## src/rtl/id_pipe_if.sv

```systemverilog
// rtl/id_pipe_if.sv - fetch/writeback/hazard/execute signal bundle for the decode stage
interface id_pipe_if #(
  parameter int XLEN = 32
);
  // fetch side
  logic            in_valid;
  logic            in_ready;
  logic [31:0]     inst;
  logic [XLEN-1:0] pc;
  // register-file write port
  logic            wb_en;
  logic [4:0]      wb_rd;
  logic [XLEN-1:0] wb_data;
  // load-use hazard information from EX, and branch flush
  logic            ex_is_load;
  logic [4:0]      ex_rd;
  logic            flush;
  // execute side
  logic            out_valid;
  logic            out_ready;
  logic [XLEN-1:0] out_pc;
  logic [XLEN-1:0] out_r1;
  logic [XLEN-1:0] out_r2;
  logic [XLEN-1:0] out_imm;
  logic [4:0]      out_rd;
  logic [6:0]      out_opcode;
  logic [2:0]      out_f3;
  logic [6:0]      out_f7;
  logic            out_illegal;

  // the decode stage
  modport slave (
    input  in_valid, inst, pc, wb_en, wb_rd, wb_data, ex_is_load, ex_rd, flush, out_ready,
    output in_ready, out_valid, out_pc, out_r1, out_r2, out_imm, out_rd, out_opcode,
           out_f3, out_f7, out_illegal
  );

  // the surrounding pipeline
  modport master (
    output in_valid, inst, pc, wb_en, wb_rd, wb_data, ex_is_load, ex_rd, flush, out_ready,
    input  in_ready, out_valid, out_pc, out_r1, out_r2, out_imm, out_rd, out_opcode,
           out_f3, out_f7, out_illegal
  );
endinterface

```

## src/rtl/id_pipe.sv

```systemverilog
// rtl/id_pipe.sv - RV decode stage: register file, immediate generation, load-use stall, one output register
module id_pipe #(
  parameter int XLEN   = 32,
  parameter int NREGS  = 32,
  parameter int BYPASS = 1
) (
  input  logic     clk,
  input  logic     rst_n,
  id_pipe_if.slave bus
);

  localparam int              RW      = $clog2(NREGS);
  localparam logic [5:0]      NREGS_L = 6'(NREGS);

  typedef enum logic [2:0] {
    FMT_R,
    FMT_I,
    FMT_S,
    FMT_B,
    FMT_U,
    FMT_J,
    FMT_BAD
  } fmt_e;

  // instruction fields
  logic [6:0] opcode;
  logic [4:0] rs1, rs2, rd;
  logic [2:0] f3;
  logic [6:0] f7;

  assign opcode = bus.inst[6:0];
  assign rd     = bus.inst[11:7];
  assign f3     = bus.inst[14:12];
  assign rs1    = bus.inst[19:15];
  assign rs2    = bus.inst[24:20];
  assign f7     = bus.inst[31:25];

  fmt_e fmt;
  logic rs1_used, rs2_used;

  // classify the opcode into an encoding format
  always_comb begin
    fmt = FMT_BAD;
    case (opcode)
      7'h33:                      fmt = FMT_R;
      7'h13, 7'h03, 7'h67, 7'h73: fmt = FMT_I;
      7'h23:                      fmt = FMT_S;
      7'h63:                      fmt = FMT_B;
      7'h37, 7'h17:               fmt = FMT_U;
      7'h6F:                      fmt = FMT_J;
      default:                    fmt = FMT_BAD;
    endcase
  end

  // illegal opcodes read no source, so they never cause a load-use stall
  assign rs1_used = (fmt == FMT_R) || (fmt == FMT_I) || (fmt == FMT_S) || (fmt == FMT_B);
  assign rs2_used = (fmt == FMT_R) || (fmt == FMT_S) || (fmt == FMT_B);

  logic signed [31:0] imm32;
  logic [XLEN-1:0]    imm_x;

  // assemble the 32-bit sign-extended immediate for each format
  always_comb begin
    imm32 = '0;
    case (fmt)
      FMT_I:   imm32 = {{20{bus.inst[31]}}, bus.inst[31:20]};
      FMT_S:   imm32 = {{20{bus.inst[31]}}, bus.inst[31:25], bus.inst[11:7]};
      FMT_B:   imm32 = {{19{bus.inst[31]}}, bus.inst[31], bus.inst[7], bus.inst[30:25],
                        bus.inst[11:8], 1'b0};
      FMT_U:   imm32 = {bus.inst[31:12], 12'b0};
      FMT_J:   imm32 = {{11{bus.inst[31]}}, bus.inst[31], bus.inst[19:12], bus.inst[20],
                        bus.inst[30:21], 1'b0};
      default: imm32 = '0;
    endcase
  end

  // widen to XLEN keeping the sign
  assign imm_x = XLEN'(imm32);

  // register file; x0 is never written so it stays at its reset value of zero
  logic [XLEN-1:0] rf_q [NREGS];
  logic            wb_hit;
  logic [RW-1:0]   wb_idx;

  assign wb_hit = bus.wb_en && (bus.wb_rd != 5'd0) && ({1'b0, bus.wb_rd} < NREGS_L);
  assign wb_idx = bus.wb_rd[RW-1:0];

  // write port, and clearing of every register during reset
  always_ff @(posedge clk) begin
    if (!rst_n) begin
      for (int i = 0; i < NREGS; i++) begin
        rf_q[i] <= '0;
      end
    end else if (wb_hit) begin
      rf_q[wb_idx] <= bus.wb_data;
    end
  end

  logic [XLEN-1:0] r1_val, r2_val;

  // source 1 read with optional same-cycle writeback forwarding
  always_comb begin
    r1_val = '0;
    if ((rs1 != 5'd0) && ({1'b0, rs1} < NREGS_L)) begin
      if ((BYPASS != 0) && wb_hit && (bus.wb_rd == rs1)) begin
        r1_val = bus.wb_data;
      end else begin
        r1_val = rf_q[rs1[RW-1:0]];
      end
    end
  end

  // source 2 read with optional same-cycle writeback forwarding
  always_comb begin
    r2_val = '0;
    if ((rs2 != 5'd0) && ({1'b0, rs2} < NREGS_L)) begin
      if ((BYPASS != 0) && wb_hit && (bus.wb_rd == rs2)) begin
        r2_val = bus.wb_data;
      end else begin
        r2_val = rf_q[rs2[RW-1:0]];
      end
    end
  end

  // output stage state
  logic            valid_q,   valid_d;
  logic [XLEN-1:0] pc_q,      pc_d;
  logic [XLEN-1:0] r1_q,      r1_d;
  logic [XLEN-1:0] r2_q,      r2_d;
  logic [XLEN-1:0] imm_q,     imm_d;
  logic [4:0]      rd_q,      rd_d;
  logic [6:0]      opcode_q,  opcode_d;
  logic [2:0]      f3_q,      f3_d;
  logic [6:0]      f7_q,      f7_d;
  logic            illegal_q, illegal_d;

  logic stall, in_ready, accept;

  // a load in EX whose result this instruction needs must wait one cycle
  assign stall = bus.ex_is_load && (bus.ex_rd != 5'd0) &&
                 (((bus.ex_rd == rs1) && rs1_used) || ((bus.ex_rd == rs2) && rs2_used));

  // reset gates in_ready so nothing is taken while the stage is being cleared
  assign in_ready = rst_n && (!valid_q || bus.out_ready) && !stall && !bus.flush;
  assign accept   = bus.in_valid && in_ready;

  // next state of the output stage: flush empties it, a free slot takes the
  // new instruction or a bubble, otherwise everything holds
  always_comb begin
    valid_d   = valid_q;
    pc_d      = pc_q;
    r1_d      = r1_q;
    r2_d      = r2_q;
    imm_d     = imm_q;
    rd_d      = rd_q;
    opcode_d  = opcode_q;
    f3_d      = f3_q;
    f7_d      = f7_q;
    illegal_d = illegal_q;
    if (bus.flush) begin
      valid_d = 1'b0;
    end else if (!valid_q || bus.out_ready) begin
      valid_d = accept;
      if (accept) begin
        pc_d      = bus.pc;
        r1_d      = r1_val;
        r2_d      = r2_val;
        opcode_d  = opcode;
        f3_d      = f3;
        f7_d      = f7;
        illegal_d = (fmt == FMT_BAD);
        imm_d     = (fmt == FMT_BAD) ? '0 : imm_x;
        rd_d      = (fmt == FMT_BAD) ? 5'd0 : rd;
      end
    end
  end

  // output stage register
  always_ff @(posedge clk) begin
    if (!rst_n) begin
      valid_q   <= 1'b0;
      pc_q      <= '0;
      r1_q      <= '0;
      r2_q      <= '0;
      imm_q     <= '0;
      rd_q      <= '0;
      opcode_q  <= '0;
      f3_q      <= '0;
      f7_q      <= '0;
      illegal_q <= 1'b0;
    end else begin
      valid_q   <= valid_d;
      pc_q      <= pc_d;
      r1_q      <= r1_d;
      r2_q      <= r2_d;
      imm_q     <= imm_d;
      rd_q      <= rd_d;
      opcode_q  <= opcode_d;
      f3_q      <= f3_d;
      f7_q      <= f7_d;
      illegal_q <= illegal_d;
    end
  end

  assign bus.in_ready    = in_ready;
  assign bus.out_valid   = valid_q;
  assign bus.out_pc      = pc_q;
  assign bus.out_r1      = r1_q;
  assign bus.out_r2      = r2_q;
  assign bus.out_imm     = imm_q;
  assign bus.out_rd      = rd_q;
  assign bus.out_opcode  = opcode_q;
  assign bus.out_f3      = f3_q;
  assign bus.out_f7      = f7_q;
  assign bus.out_illegal = illegal_q;

endmodule

```

## src/flat_wrapper.sv

```systemverilog
// flat-port wrapper written by rule: the top's interface ports become plain ports
module id_pipe_flat 
#(
  parameter int XLEN   = 32,
  parameter int NREGS  = 32,
  parameter int BYPASS = 1
)
  (clk, rst_n, bus_in_valid, bus_inst, bus_pc, bus_wb_en, bus_wb_rd, bus_wb_data, bus_ex_is_load, bus_ex_rd, bus_flush, bus_out_ready, bus_in_ready, bus_out_valid, bus_out_pc, bus_out_r1, bus_out_r2, bus_out_imm, bus_out_rd, bus_out_opcode, bus_out_f3, bus_out_f7, bus_out_illegal);
  id_pipe_if #(.XLEN(XLEN)) bus_i ();
  input  logic clk;
  input  logic rst_n;
  input wire logic [$bits(bus_i.in_valid)-1:0] bus_in_valid;
  input wire logic [$bits(bus_i.inst)-1:0] bus_inst;
  input wire logic [$bits(bus_i.pc)-1:0] bus_pc;
  input wire logic [$bits(bus_i.wb_en)-1:0] bus_wb_en;
  input wire logic [$bits(bus_i.wb_rd)-1:0] bus_wb_rd;
  input wire logic [$bits(bus_i.wb_data)-1:0] bus_wb_data;
  input wire logic [$bits(bus_i.ex_is_load)-1:0] bus_ex_is_load;
  input wire logic [$bits(bus_i.ex_rd)-1:0] bus_ex_rd;
  input wire logic [$bits(bus_i.flush)-1:0] bus_flush;
  input wire logic [$bits(bus_i.out_ready)-1:0] bus_out_ready;
  output wire logic [$bits(bus_i.in_ready)-1:0] bus_in_ready;
  output wire logic [$bits(bus_i.out_valid)-1:0] bus_out_valid;
  output wire logic [$bits(bus_i.out_pc)-1:0] bus_out_pc;
  output wire logic [$bits(bus_i.out_r1)-1:0] bus_out_r1;
  output wire logic [$bits(bus_i.out_r2)-1:0] bus_out_r2;
  output wire logic [$bits(bus_i.out_imm)-1:0] bus_out_imm;
  output wire logic [$bits(bus_i.out_rd)-1:0] bus_out_rd;
  output wire logic [$bits(bus_i.out_opcode)-1:0] bus_out_opcode;
  output wire logic [$bits(bus_i.out_f3)-1:0] bus_out_f3;
  output wire logic [$bits(bus_i.out_f7)-1:0] bus_out_f7;
  output wire logic [$bits(bus_i.out_illegal)-1:0] bus_out_illegal;
  assign bus_i.in_valid = bus_in_valid;
  assign bus_i.inst = bus_inst;
  assign bus_i.pc = bus_pc;
  assign bus_i.wb_en = bus_wb_en;
  assign bus_i.wb_rd = bus_wb_rd;
  assign bus_i.wb_data = bus_wb_data;
  assign bus_i.ex_is_load = bus_ex_is_load;
  assign bus_i.ex_rd = bus_ex_rd;
  assign bus_i.flush = bus_flush;
  assign bus_i.out_ready = bus_out_ready;
  assign bus_in_ready = bus_i.in_ready;
  assign bus_out_valid = bus_i.out_valid;
  assign bus_out_pc = bus_i.out_pc;
  assign bus_out_r1 = bus_i.out_r1;
  assign bus_out_r2 = bus_i.out_r2;
  assign bus_out_imm = bus_i.out_imm;
  assign bus_out_rd = bus_i.out_rd;
  assign bus_out_opcode = bus_i.out_opcode;
  assign bus_out_f3 = bus_i.out_f3;
  assign bus_out_f7 = bus_i.out_f7;
  assign bus_out_illegal = bus_i.out_illegal;
  id_pipe #(.XLEN(XLEN), .NREGS(NREGS), .BYPASS(BYPASS)) u_core (.clk(clk), .rst_n(rst_n), .bus(bus_i));
endmodule
```

## config.mk

```make
export PLATFORM = sky130hd
export DESIGN_NAME = id_pipe_flat
export DESIGN_NICKNAME = d
export VERILOG_FILES = /design/src/rtl/id_pipe_if.sv /design/src/rtl/id_pipe.sv /design/src/flat_wrapper.sv
export SDC_FILE = /design/constraint.sdc
export NUM_CORES = 2
export LEC_CHECK = 0
export BUFFER_PORTS_ARGS = -buffer_cell sky130_fd_sc_hd__buf_2
export CAP_MARGIN = 20
export CORE_MARGIN = 1
export CORE_UTILIZATION = 35
export CTS_BUF_LIST = sky130_fd_sc_hd__clkbuf_8
export CTS_CLUSTER_DIAMETER = 150
export DETAILED_ROUTE_END_ITERATION = 6
export GPL_TIMING_DRIVEN = 0
export PLACE_DENSITY_LB_ADDON = 0.08
export SLEW_MARGIN = 10
export SYNTH_ARGS = -nofsm -noshare
export SYNTH_HDL_FRONTEND = slang
export SYNTH_SLANG_ARGS = --single-unit
```

## constraint.sdc

```tcl
create_clock -name clk -period 3.85 [get_ports clk]
set_clock_uncertainty 0.05 [all_clocks]
set_input_delay 0.385 -clock clk [delete_from_list [all_inputs] [get_ports clk]]
set_output_delay 0.385 -clock clk [all_outputs]
set_load 0.01 [all_outputs]
```

# Yosys cells after proc, flatten, opt, wreduce, memory -nomap -nowiden
# Memory sizes are Yosys's and may differ from the RTL's.
# Index checks and enable logic that the tools add are counted.
[classes]
n_eq_ne = 20
muxes = 15
bitwise = 2
n_reduce_logical = 31
[ops]
columns = ["cell", "count"]
rows = [
  ["$mux W32", 6],
  ["$pmux W32 S5", 1],
  ["$reduce_or A32 Y1", 1],
  ["$eq A7 B7 Y1 const B", 4],
  ["$eq A7 B6 Y1 const B", 3],
  ["$eq A5 B5 Y1", 4],
  ["$reduce_bool A5 Y1", 4],
  ["$pmux W3 S6", 1],
  ["$eq A7 B5 Y1 const B", 2],
  ["$logic_and A1 B1 Y1", 11],
  ["$mux W5", 2],
  ["$eq A3 B3 Y1 const B", 3],
  ["$eq A7 B2 Y1 const B", 1],
  ["$logic_or A1 B1 Y1", 7],
  ["$eq A3 B2 Y1 const B", 2],
  ["$mux W1", 5],
  ["$reduce_or A2 Y1", 2],
  ["$reduce_or A4 Y1", 1],
  ["$eq A3 B1 Y1 const B", 1],
  ["$logic_not A1 Y1", 3],
  ["$logic_not A3 Y1", 1],
  ["$reduce_and A3 Y1", 1],
  ["$not A1 Y1", 2],
]
[word_totals]
regBits = 152
mem_bits_rw = 1024
inputBits = 113
output_inout_bits = 153
wordCells = 79
mem_count = 1
[mem_list]
columns = ["name", "words", "word_bits", "rd", "rd_ports_with_merged_regs", "wr", "line", "text"]
rows = [
  ["u_core.rf_q", 32, 32, 2, 0, 32, "id_pipe.sv:81", "logic [XLEN-1:0] rf_q [NREGS];"],
]

# Longest topological paths before layout
[logic_depth]
depth_word = 15
depth_mapped = 12
mapped_depth_nobuf = 9

# Worst setup path before layout
# OpenSTA, ideal clock, no wires.
[synth_path]
path_type = "in2reg"
startpoint = "input port bus_wb_rd[3]"
endpoint = "memory u_core.rf_q[20][0] (enable)"
setup_ps = 466
t_arrival_ps = 3564
required_time_ps = 3334
slack_ps = -230
cell_stages = 6
n_path_buf = 3
path_cell_list = "buf_2 > or3_1 > clkbuf_1 > nand3b_1 > clkbuf_1 > o21ai_0"
[synth_lines]
columns = ["item", "line", "text"]
rows = [
  ["start, declared", "flat_wrapper.sv:16", "input wire logic [$bits(bus_i.wb_rd)-1:0] bus_wb_rd;"],
  ["end, declared", "id_pipe.sv:81", ""],
]

# Final worst setup path
[layout_path]
startpoint = "input port bus_inst[24]"
endpoint = "register u_core.r2_q[30], in the netlist u_core.bus.out_r2[30]"
[layout_via]
elab_chain_len = 9
word_cells_on_any_way = 15
classes_between = "eq/ne: 2; mux: 2; reduce/logical: 10; memory: 1"
[layout_rtl]
columns = ["item", "line", "text"]
rows = [
  ["start, declared", "flat_wrapper.sv:13", "input wire logic [$bits(bus_i.inst)-1:0] bus_inst;"],
  ["parallel branches: the longest is 9 deep, another holds $mem_v2 Z32 W32", "--", ""],
  ["end signal, assigned", "id_pipe.sv:195", "r2_q <= r2_d;"],
  ["end, declared", "id_pipe.sv:129", "logic [XLEN-1:0] r2_q, r2_d;"],
]
# Several ways; the timed one is not identified.
# A chain may end at the register's enable or synchronous reset.

==> out/metrics.yaml <==
setup_path:
  slowest_delay_ns: 0.94
  startpoint_type: "input port"
  reg2regPathDepth: 5
  critPathLaunch: "bus_inst[24]"
  critical_path_required_ns: 4.75
  arrival_ns: 5.07
  path_delay_family: "buffers and inverters"
  critPathSlowestCell: "clkdlybuf4s15_1"
  cp_common_cell: "clkbuf_1"
  r2r_end: "u_core.bus.out_r2[19]"
  r2r_start: "u_core.rf_q[11][19]"
  crit_type: "input port to flip-flop"
  r2r_slack_ns: 0.46
  end_kind: "flip-flop"
  crit_chain: "clkbuf_1 > clkbuf_1 > buf_8 > and2_1 > clkbuf_1 > clkdlybuf4s15_1 > a31oi_2 > o211ai_1 > a32o_1"
  crit_buf_inv: 5
  cp_max_fo: 10
logic_synthesis:
  synth_area_sq_mm: 0.0616
  syn_inst: 4856
  yosys-top-cells-count: "edfxtp_1 (1024), and2_1 (999), mux2i_1 (587)"
  synth_top_cell_area_share: 0.499
  postSynth.asyncResetShare: 0
  yosysUniqueCellTypes: 67
  synthTopCellsByArea: "edfxtp_1 (50%), and2_1 (10%), mux2i_1 (9.5%)"
  ys_warn_count: 0
  synthFlopType: "edfxtp_1"
  yosysTopAreaCell: "edfxtp_1"
  synth.avg_cell_area_sq_um: 12.7
  yosysSeqAreaShare: 0.548
  synth_most_common_cell: "edfxtp_1"
  ys_seq_elements: 1176
  synth_edf_count: 1024
status:
  violations: "negative setup slack"
  run_status: "finished, violations left"
flow_run:
  drv_cap: 0
global_route:
  track_usage: 0.393
  grt_max_degree: 26
  first_global_vias: 47100
  antenna_found_initial: 58
  globalRouteOverflowTotal: 0
  grt_pass1_wl_um: 458000
die:
  die_area_sq_mm: 0.178
  core_area_sq_mm: 0.174
  dieHeight_um: 422
  die_w_um: 422
  start_util: 0.353
  rows: 153
  ioPinCount: 266
final_layout:
  layoutNonFillerInstCount: 8079
  nets: 5662
  synthToLayoutAreaGrowth_pct: 18.9
  final_core_util: 0.420
  drive_above_1_share: 0.193
drt:
  num_vias: 49800
  wl_um: 357000
  drc_errors: 0
  ant_nets: 0
  drt_iter0_markers: 7424
  avgViaCountPerCell: 6.16
  firstDrtPassIters: 7
  drt-wirelength-per-cell_um: 44.1
timing:
  fin_crit_sh: 1.08
  fin_tns_setup_ns: -3.16
  finalWorstSetupSlack_ns: -0.326
  tightestPinTransition_ns: 1.36
  slew_headroom: 0.0907
  drv_slew: 0
  setup_violations: 29
  fmax_mhz: 239
  min_period_ns: 4.18
  hold_viol_final: 0
  holdWs_ns: 0.0917
  grt_setup_unrepaired: "no"
placed_design:
  placed_cells: 7550
  dpl_worst_slack_ns: -1.49
  hpwlAfterDp_um: 264000
  io_buffers: 250
  gp_congestion: 1.14
hold_path:
  whs_path_depth: 2
  worstHoldStart: "bus_wb_data[30]"
  holdPathEnd: "u_core.rf_q[3][30]"
  hold_path.class: "input port to flip-flop"
clock_network:
  clock_latency_ns: 1.07
  cts.sinks: 1176
  cts_made_buffers: 218
  clkTransAtPathRegs_ns: 0.06
  clockBufferDepth: 3
  ctsRootBufferMaster: "clkbuf_8"
  h-tree-depth: 4
  cts_tree: "yes"
power_and_ir_drop:
  ir_drop_v: 0.000421
  p_leak_nw: 27.2
  p_per_area_mw_per_mm2: 431
per-layer routing:
metal  track usage  part of all wire
met1         0.486              0.38
met2         0.565              0.42
met3         0.134              0.12
met4         0.296             0.088
met5             0           0.00029
state kept, by name (all words and copies together), names as in the netlist, 3 cells and up:
| signal | cells |
|---|---|
| u_core.bus.out_f3 | 3 |
| u_core.bus.out_f7 | 7 |
| u_core.bus.out_imm | 32 |
| u_core.bus.out_opcode | 7 |
| u_core.bus.out_pc | 32 |
| u_core.bus.out_r1 | 32 |
| u_core.bus.out_r2 | 32 |
| u_core.bus.out_rd | 5 |
| u_core.rf_q | 1024 |
power breakdown:
part | switching (mW) | internal [mW]
Sequential | 0.384 | 14.5
Combinational | 3.67 | 1.57
Clock | 5.96 | 5.50
area by class of cell:
type	count	area [sq um]
diodes	30	75.1
plain buffers	511	2250
clock buffers	228	3140
clock inverters	168	744
fillers	16700	101000
inverters	10	37.5
multi-input cells	3190	26200
flip-flops and latches	1176	33800
well taps	2325	2910
repair buffers	441	4150
worst max path at each step:
stage                                  endpoint  slack, ns  depth (start not counted)
after detailed placement  u_core.bus.out_r2[20]      -1.49                         10
after floorplan              u_core.rf_q[20][0]      -0.23                          6
after global routing      u_core.bus.out_r2[30]      0.003                          9
after global placement      u_core.rf_q[24][18]      -4.90                          6
final                     u_core.bus.out_r2[30]      -0.33                          9
after CTS                  u_core.bus.out_r1[4]      0.007                         11
per-stage QoR:
step / total power, mW / instance area [sq um]
2_1_floorplan: 17.2 / 61800
3_3_place_gp: 19.8 / 65900
3_5_place_dp: 20.0 / 68100
4_1_cts: 31.3 / 73000
5_1_grt: 32.0 / 73200
6_report: 31.6 / 73300
kinds of logic after synthesis:
kind of cell             synth area share
XOR/XNOR                          0.00298
AND/OR/NAND/NOR                     0.147
other                           0.0000608
adder cells (fa/ha/maj)          0.000203
AO/OA/AOI/OAI                      0.0807
buffers and inverters              0.0357
flip-flops                          0.548
multiplexers                        0.186
layout by cell type (no fill, tap or decap), drive strengths merged, types with 9 or more instances in the layout:
cell,instances
edfxtp,1024
diode,30
conb,32
a32o,41
clkbuf,577
nand4,44
and2,1000
a211oi,14
xor2,14
a21boi,9
nand3,190
a22oi,290
o22ai,11
nand2,133
mux2,18
a311oi,12
o211ai,24
dfxtp,152
o21ai,108
inv,103
nand2b,45
mux4,238
a21oi,164
clkinv,69
dlygate4sd3,88
mux2i,587
nor2b,10
buf,514
nor2,106
a31oi,22
what timing repair did:
action / 4_1_cts / 5_1_grt
pin swaps: 1 / 1
buffers inserted: 0 / 1
hold endpoints to repair: 147 / 0
setup endpoints to repair: 19 / 9
hold buffers: 88 / 0
gates resized for setup: 19 / 12
(Power assumes the default switching activity.)
